`config.mk`:
```
export PLATFORM = sky130hd
export DESIGN_NAME = mc_control_fsm
export DESIGN_NICKNAME = d
export VERILOG_FILES = /design/src/rtl/mc_cpu_pkg.sv /design/src/rtl/mc_control_fsm.sv
export SDC_FILE = /design/constraint.sdc
export NUM_CORES = 1
export LEC_CHECK = 0
export CORE_MARGIN = 3
export CORE_UTILIZATION = 49
export DETAILED_ROUTE_END_ITERATION = 8
export PLACE_DENSITY = 0.81
export SYNTH_ARGS = -nofsm -noshare
export SYNTH_HDL_FRONTEND = slang
export SYNTH_SLANG_ARGS = --single-unit
```
`constraint.sdc`:
```
create_clock -name clk -period 1.9 [get_ports clk]
set_input_delay 0.19 -clock clk [delete_from_list [all_inputs] [get_ports clk]]
set_output_delay 0.19 -clock clk [all_outputs]
set_load 0.005 [all_outputs]
```
`src/rtl/mc_cpu_pkg.sv`:
```
// ---------------------------------------------------------------------------
// mc_cpu_pkg
// Shared definitions for the multi-cycle CPU: FSM state encodings, opcode
// constants and the select codes for the ALU operation, PC source and ALU
// B-operand muxes. Imported by the control FSM, the datapath and the bench.
// ---------------------------------------------------------------------------
package mc_cpu_pkg;

   typedef enum logic [3:0] {
      S_IF   = 4'd0,
      S_ID   = 4'd1,
      S_MA   = 4'd2,
      S_MR   = 4'd3,
      S_MWB  = 4'd4,
      S_MW   = 4'd5,
      S_EX   = 4'd6,
      S_RWB  = 4'd7,
      S_BR   = 4'd8,
      S_JP   = 4'd9,
      S_IEX  = 4'd10,
      S_IWB  = 4'd11,
      S_HALT = 4'd15
   } state_t;

   // Opcodes (IR[31:26])
   localparam logic [5:0] OP_RTYPE = 6'b000000;
   localparam logic [5:0] OP_LW    = 6'b100011;
   localparam logic [5:0] OP_SW    = 6'b101011;
   localparam logic [5:0] OP_BEQ   = 6'b000100;
   localparam logic [5:0] OP_J     = 6'b000010;
   localparam logic [5:0] OP_ADDI  = 6'b001000;

   // ALU operation class handed to the ALU control
   localparam logic [1:0] ALU_OP_ADD   = 2'b00;
   localparam logic [1:0] ALU_OP_SUB   = 2'b01;
   localparam logic [1:0] ALU_OP_FUNCT = 2'b10;

   // PC source mux
   localparam logic [1:0] PC_SRC_ALU    = 2'b00;
   localparam logic [1:0] PC_SRC_ALUOUT = 2'b01;
   localparam logic [1:0] PC_SRC_JUMP   = 2'b10;

   // ALU B operand mux
   localparam logic [1:0] SRC_B_REG      = 2'b00;
   localparam logic [1:0] SRC_B_FOUR     = 2'b01;
   localparam logic [1:0] SRC_B_IMM      = 2'b10;
   localparam logic [1:0] SRC_B_IMM_SHL2 = 2'b11;

   // States whose exit back to IF completes (retires) an instruction
   function automatic logic is_retire_state(input state_t s);
      return (s == S_MWB) || (s == S_MW) || (s == S_RWB) ||
             (s == S_BR)  || (s == S_JP) || (s == S_IWB);
   endfunction

endpackage

```
`src/rtl/mc_control_fsm.sv`:
```
// ---------------------------------------------------------------------------
// mc_control_fsm
// Moore control FSM for a multi-cycle MIPS-style CPU (lw, sw, R-type, beq,
// j, addi). Unknown opcodes send the machine to an absorbing HALT state.
//
// Ports
//   clk, rst            : clock, synchronous active-high reset
//   opcode[5:0]         : IR[31:26] of the latched instruction
//   zero                : ALU zero flag (only used for the beq PC enable)
//   pc_en               : PCWrite | (PCWriteCond & zero)
//   i_or_d              : memory address select (0 = PC, 1 = ALUOut)
//   mem_write, ir_write, reg_write : write strobes
//   reg_dst, mem_to_reg, alu_src_a : mux selects
//   alu_src_b, alu_op, pc_source   : 2-bit mux / ALU selects
//   halted              : high while in HALT
//   state, inst_cnt, cycle_cnt     : debug observation
// ---------------------------------------------------------------------------
module mc_control_fsm
   import mc_cpu_pkg::*;
#(
   parameter int CNT_W = 32
) (
   input  logic             clk,
   input  logic             rst,
   input  logic [5:0]       opcode,
   input  logic             zero,
   output logic             pc_en,
   output logic             i_or_d,
   output logic             mem_write,
   output logic             ir_write,
   output logic             reg_write,
   output logic             reg_dst,
   output logic             mem_to_reg,
   output logic             alu_src_a,
   output logic [1:0]       alu_src_b,
   output logic [1:0]       alu_op,
   output logic [1:0]       pc_source,
   output logic             halted,
   output logic [3:0]       state,
   output logic [CNT_W-1:0] inst_cnt,
   output logic [CNT_W-1:0] cycle_cnt
);

   state_t           state_q, state_d;
   logic [CNT_W-1:0] inst_cnt_q, inst_cnt_d;
   logic [CNT_W-1:0] cycle_cnt_q, cycle_cnt_d;
   logic             pc_write, pc_write_cond;

   // ------------------------------------------------------------------
   // State and counter registers
   // ------------------------------------------------------------------
   always_ff @(posedge clk) begin
      if (rst) begin
         state_q     <= S_IF;
         inst_cnt_q  <= '0;
         cycle_cnt_q <= '0;
      end else begin
         state_q     <= state_d;
         inst_cnt_q  <= inst_cnt_d;
         cycle_cnt_q <= cycle_cnt_d;
      end
   end

   // ------------------------------------------------------------------
   // Next state. The opcode is only looked at in ID and MA, so the
   // datapath may let IR-derived lines wander in every other state.
   // ------------------------------------------------------------------
   always_comb begin
      state_d = state_q;
      unique case (state_q)
         S_IF:  state_d = S_ID;
         S_ID: begin
            unique case (opcode)
               OP_LW, OP_SW: state_d = S_MA;
               OP_RTYPE:     state_d = S_EX;
               OP_BEQ:       state_d = S_BR;
               OP_J:         state_d = S_JP;
               OP_ADDI:      state_d = S_IEX;
               default:      state_d = S_HALT;
            endcase
         end
         S_MA:   state_d = (opcode == OP_LW) ? S_MR : S_MW;
         S_MR:   state_d = S_MWB;
         S_MWB:  state_d = S_IF;
         S_MW:   state_d = S_IF;
         S_EX:   state_d = S_RWB;
         S_RWB:  state_d = S_IF;
         S_BR:   state_d = S_IF;
         S_JP:   state_d = S_IF;
         S_IEX:  state_d = S_IWB;
         S_IWB:  state_d = S_IF;
         S_HALT: state_d = S_HALT;
         // Unused encodings collapse into HALT rather than running on.
         default: state_d = S_HALT;
      endcase
   end

   // ------------------------------------------------------------------
   // Counters: every retire state exits to IF, so retiring is a pure
   // function of the current state. Both counters wrap naturally.
   // ------------------------------------------------------------------
   always_comb begin
      inst_cnt_d  = inst_cnt_q;
      cycle_cnt_d = cycle_cnt_q;
      if (is_retire_state(state_q)) begin
         inst_cnt_d = inst_cnt_q + 1'b1;
      end
      if (state_q != S_HALT) begin
         cycle_cnt_d = cycle_cnt_q + 1'b1;
      end
   end

   // ------------------------------------------------------------------
   // Moore output decode (everything defaults to 0)
   // ------------------------------------------------------------------
   always_comb begin
      pc_write      = 1'b0;
      pc_write_cond = 1'b0;
      i_or_d        = 1'b0;
      mem_write     = 1'b0;
      ir_write      = 1'b0;
      reg_write     = 1'b0;
      reg_dst       = 1'b0;
      mem_to_reg    = 1'b0;
      alu_src_a     = 1'b0;
      alu_src_b     = SRC_B_REG;
      alu_op        = ALU_OP_ADD;
      pc_source     = PC_SRC_ALU;
      halted        = 1'b0;
      unique case (state_q)
         S_IF: begin
            ir_write  = 1'b1;
            alu_src_b = SRC_B_FOUR;
            pc_write  = 1'b1;
         end
         S_ID: begin
            // Branch target precompute: PC + (imm << 2)
            alu_src_b = SRC_B_IMM_SHL2;
         end
         S_MA: begin
            alu_src_a = 1'b1;
            alu_src_b = SRC_B_IMM;
         end
         S_MR: begin
            i_or_d = 1'b1;
         end
         S_MWB: begin
            reg_write  = 1'b1;
            mem_to_reg = 1'b1;
         end
         S_MW: begin
            i_or_d    = 1'b1;
            mem_write = 1'b1;
         end
         S_EX: begin
            alu_src_a = 1'b1;
            alu_op    = ALU_OP_FUNCT;
         end
         S_RWB: begin
            reg_write = 1'b1;
            reg_dst   = 1'b1;
         end
         S_BR: begin
            alu_src_a     = 1'b1;
            alu_op        = ALU_OP_SUB;
            pc_write_cond = 1'b1;
            pc_source     = PC_SRC_ALUOUT;
         end
         S_JP: begin
            pc_write  = 1'b1;
            pc_source = PC_SRC_JUMP;
         end
         S_IEX: begin
            alu_src_a = 1'b1;
            alu_src_b = SRC_B_IMM;
         end
         S_IWB: begin
            reg_write = 1'b1;
         end
         S_HALT: begin
            halted = 1'b1;
         end
         default: begin
         end
      endcase
   end

   assign pc_en     = pc_write | (pc_write_cond & zero);
   assign state     = state_q;
   assign inst_cnt  = inst_cnt_q;
   assign cycle_cnt = cycle_cnt_q;

endmodule
```
==> flow_metrics.env <==
export IMPL_outcome="completed"
export IMPL_slew_violations=0
export IMPL_dp_cells=609
export IMPL_synth_edf_count=0
export IMPL_cts_buffer_depth=2
export IMPL_dp_hpwl_mm=6.43
export IMPL_synthTopCellsByArea="dfxtp_1, xor2_1, nor2_1"
export IMPL_clock_sinks=68
export IMPL_critPathKind="register to primary output"
export IMPL_critPathMaxStageDelay_ns=0.54
export IMPL_fmaxAchievable_mhz=543
export IMPL_clk_latency_ns=0.35
export IMPL_coreArea_mm2=0.00683
export IMPL_fin_crit_ns=1.84
export IMPL_seq_area_frac_synth_pct=39.2
export IMPL_via_count=3357
export IMPL_cap_viol_max_count=0
export IMPL_yosysTopAreaCell="dfxtp_1"
export IMPL_end_kind="primary output"
export IMPL_area_growth_pct=39.9
export IMPL_synth_cell_area_mm2=0.00347
export IMPL_async_flop_share_pct=0
export IMPL_dr_pass1_iters=4
export IMPL_grt_pass1_vias=3175
export IMPL_antenna_cells=0
export IMPL_via_per_inst=5.35
export IMPL_overflow=0
export IMPL_syn_area_per_cell_um2=8.33
export IMPL_crit_chain="nand2b_1 -> nor3_2 -> clkdlybuf4s50_1"
export IMPL_p_leak_nw=1.82
export IMPL_final_cells=627
export IMPL_routabilityCongestion=0.823
export IMPL_path_buf_inv=1
export IMPL_critPathMaxFanout=8
export IMPL_finalPower_mw=3.85
export IMPL_layout_common_cells="clkdlybuf4s50_1, nor2_1, dfxtp_1"
export IMPL_synth_top_area_share_pct=39.2
export IMPL_die_w_um=90.2
export IMPL_internal_power_mw=2.71
export IMPL_synth_cells=417
export IMPL_grt_pass1_wl_mm=15.0
export IMPL_required_ns=1.71
export IMPL_start_kind="register"
export IMPL_power_switching_mw=1.14
export IMPL_drive_above_1_share_pct=12.8
export IMPL_p_comb_share_pct=27.8
export IMPL_htree_levels=3
export IMPL_postRouteAntennaNets=0
export IMPL_numCtsBuffers=9
export IMPL_yosys_warnings=0
export IMPL_pwr_share_seq_pct=42.3
export IMPL_synthesis_nets=428
export IMPL_worst_path_max_delay_cell="clkdlybuf4s50_1"
export IMPL_mostFrequentLayoutCell="clkdlybuf4s50_1"
export IMPL_ys_seq_elements=68
export IMPL_setup_tns_ns=0
export IMPL_crit_family="buffers and inverters"
export IMPL_grt_max_degree=26
export IMPL_synth_main_ff_cell="dfxtp_1"
export IMPL_grtUsageTotal_pct=22.0
export IMPL_initial_utilization_pct=50.8
export IMPL_swShare_pct=29.5
export IMPL_final_hold_viol_count=0
export IMPL_path_clk_slew_ns=0.08
export IMPL_first_iter_violations=152
export IMPL_port_buffers=91
export IMPL_dieArea_mm2=0.00813
export IMPL_wirelength_mm=8.88
export IMPL_crit_arrival_ns=1.65
export IMPL_tritoncts="built"
export IMPL_worst_pin_slew_ns=0.515
export IMPL_ios=92
export IMPL_peakVddDrop_mv=0.713
export IMPL_slew_headroom_pct=65.5
export IMPL_cts_hold_buffers=0
export IMPL_rsz0062_at_grt="true"
export IMPL_nNetsFinal=537
export IMPL_die_h_um=90.2
export IMPL_drc=0
export IMPL_cts_root_buf="clkbuf_8"
export IMPL_clock_power_share_pct=29.9
export IMPL_power_per_cell_area_mw_per_mm2=793
export IMPL_netlist_cell_type_count=46
export IMPL_period_share_pct=96.9
export IMPL_skew_ns=0.0153
export IMPL_grt_antenna_before_repair=0
export IMPL_rows=30
export IMPL_drt_wirelength_per_cell_um=14.2
export IMPL_min_path_type="input port to register"
export IMPL_finalSetupViolations=0
[state kept, by name (all words and copies together) (netlist names)]
name / count
state: 4
inst_cnt: 32
cycle_cnt: 32
[synthesized netlist by cell type (4+ instances only)]
library cell  number
xor2_1            35
dfxtp_1           68
nand3_1           28
or3_1              6
a21oi_1           13
nor4_1            12
and4_1             7
xnor2_1           23
inv_1              5
o21ai_0            9
nor2_1            72
nand2_1           27
nor2b_1            5
clkbuf_1          14
buf_2              4
nand4_1           21
and3_1             7
nor3_1            13
nand2b_1           6
[layer usage]
metal,part of all wire (%),wire length (um),global-route usage (%)
met5,0,0,0
met4,1.2,108,6.89
met3,6.1,543,6.19
met2,48,4230,35.5
met1,45,4000,28.4
[path summary, 6_finish.rpt]
check / from / endpoint / slack [ns] / depth (start not counted)
max: state[2]$_SDFF_PP0_ / pc_source[0] / 0.06 / 3
min: rst / cycle_cnt[2]$_SDFFE_PP0N_ / 0.26 / 2
max reg2reg: inst_cnt[20]$_SDFFE_PP0P_ / inst_cnt[30]$_SDFFE_PP0P_ / 0.13 / 5
min reg2reg: cycle_cnt[31]$_SDFFE_PP0N_ / cycle_cnt[31]$_SDFFE_PP0N_ / 0.49 / 2
[stage by stage]
step           setup WS (ns)  hold WS, ns  area (um^2)  utilization [%]
2_1_floorplan          0.242        0.441         3470                -
3_3_place_gp          0.0739        0.468         4600             67.4
3_5_place_dp          0.0317        0.482         4600             67.4
4_1_cts              0.00232        0.245         4800             70.3
5_1_grt             -0.00140        0.269         4860             71.1
6_report              0.0589        0.257         4860             71.1
[power groups by stage]
stage	combinational, mW	clock, mW	sequential [mW]
2_1_floorplan	0.570	0	1.56
3_3_place_gp	1.04	0	1.62
3_5_place_dp	1.06	0	1.63
4_1_cts	1.06	1.17	1.61
5_1_grt	1.18	1.25	1.64
6_report	1.07	1.15	1.63
[cell families after synthesis]
family | Yosys count | share of synthesized area, %
AND/OR/NAND/NOR | 225 | 35.2
flip-flops | 68 | 39.2
XOR/XNOR | 59 | 15.1
AO/OA/AOI/OAI | 34 | 5.95
buffers and inverters | 28 | 3.50
adder cells (fa/ha/maj) | 2 | 0.721
multiplexers | 1 | 0.324
[repair_timing]
| item | in CTS | in global routing |
|---|---|---|
| setup endpoints to repair | 15 | 12 |
| cloned | 0 | 0 |
| buffers inserted | 0 | 2 |
| gates resized for setup | 10 | 14 |
| endpoints found under the hold margin | 0 | 0 |
| pin swaps | 0 | 1 |
[area by class of cell]
type | instances | area (um^2)
repair buffers | 120 | 1140
multi-input cells | 321 | 2010
clock inverters | 5 | 52.6
well taps | 96 | 120
flip-flops and latches | 68 | 1380
inverters | 6 | 22.5
fillers | 552 | 1980
clock buffers | 11 | 131
Power figures use the tool's default switching activity.
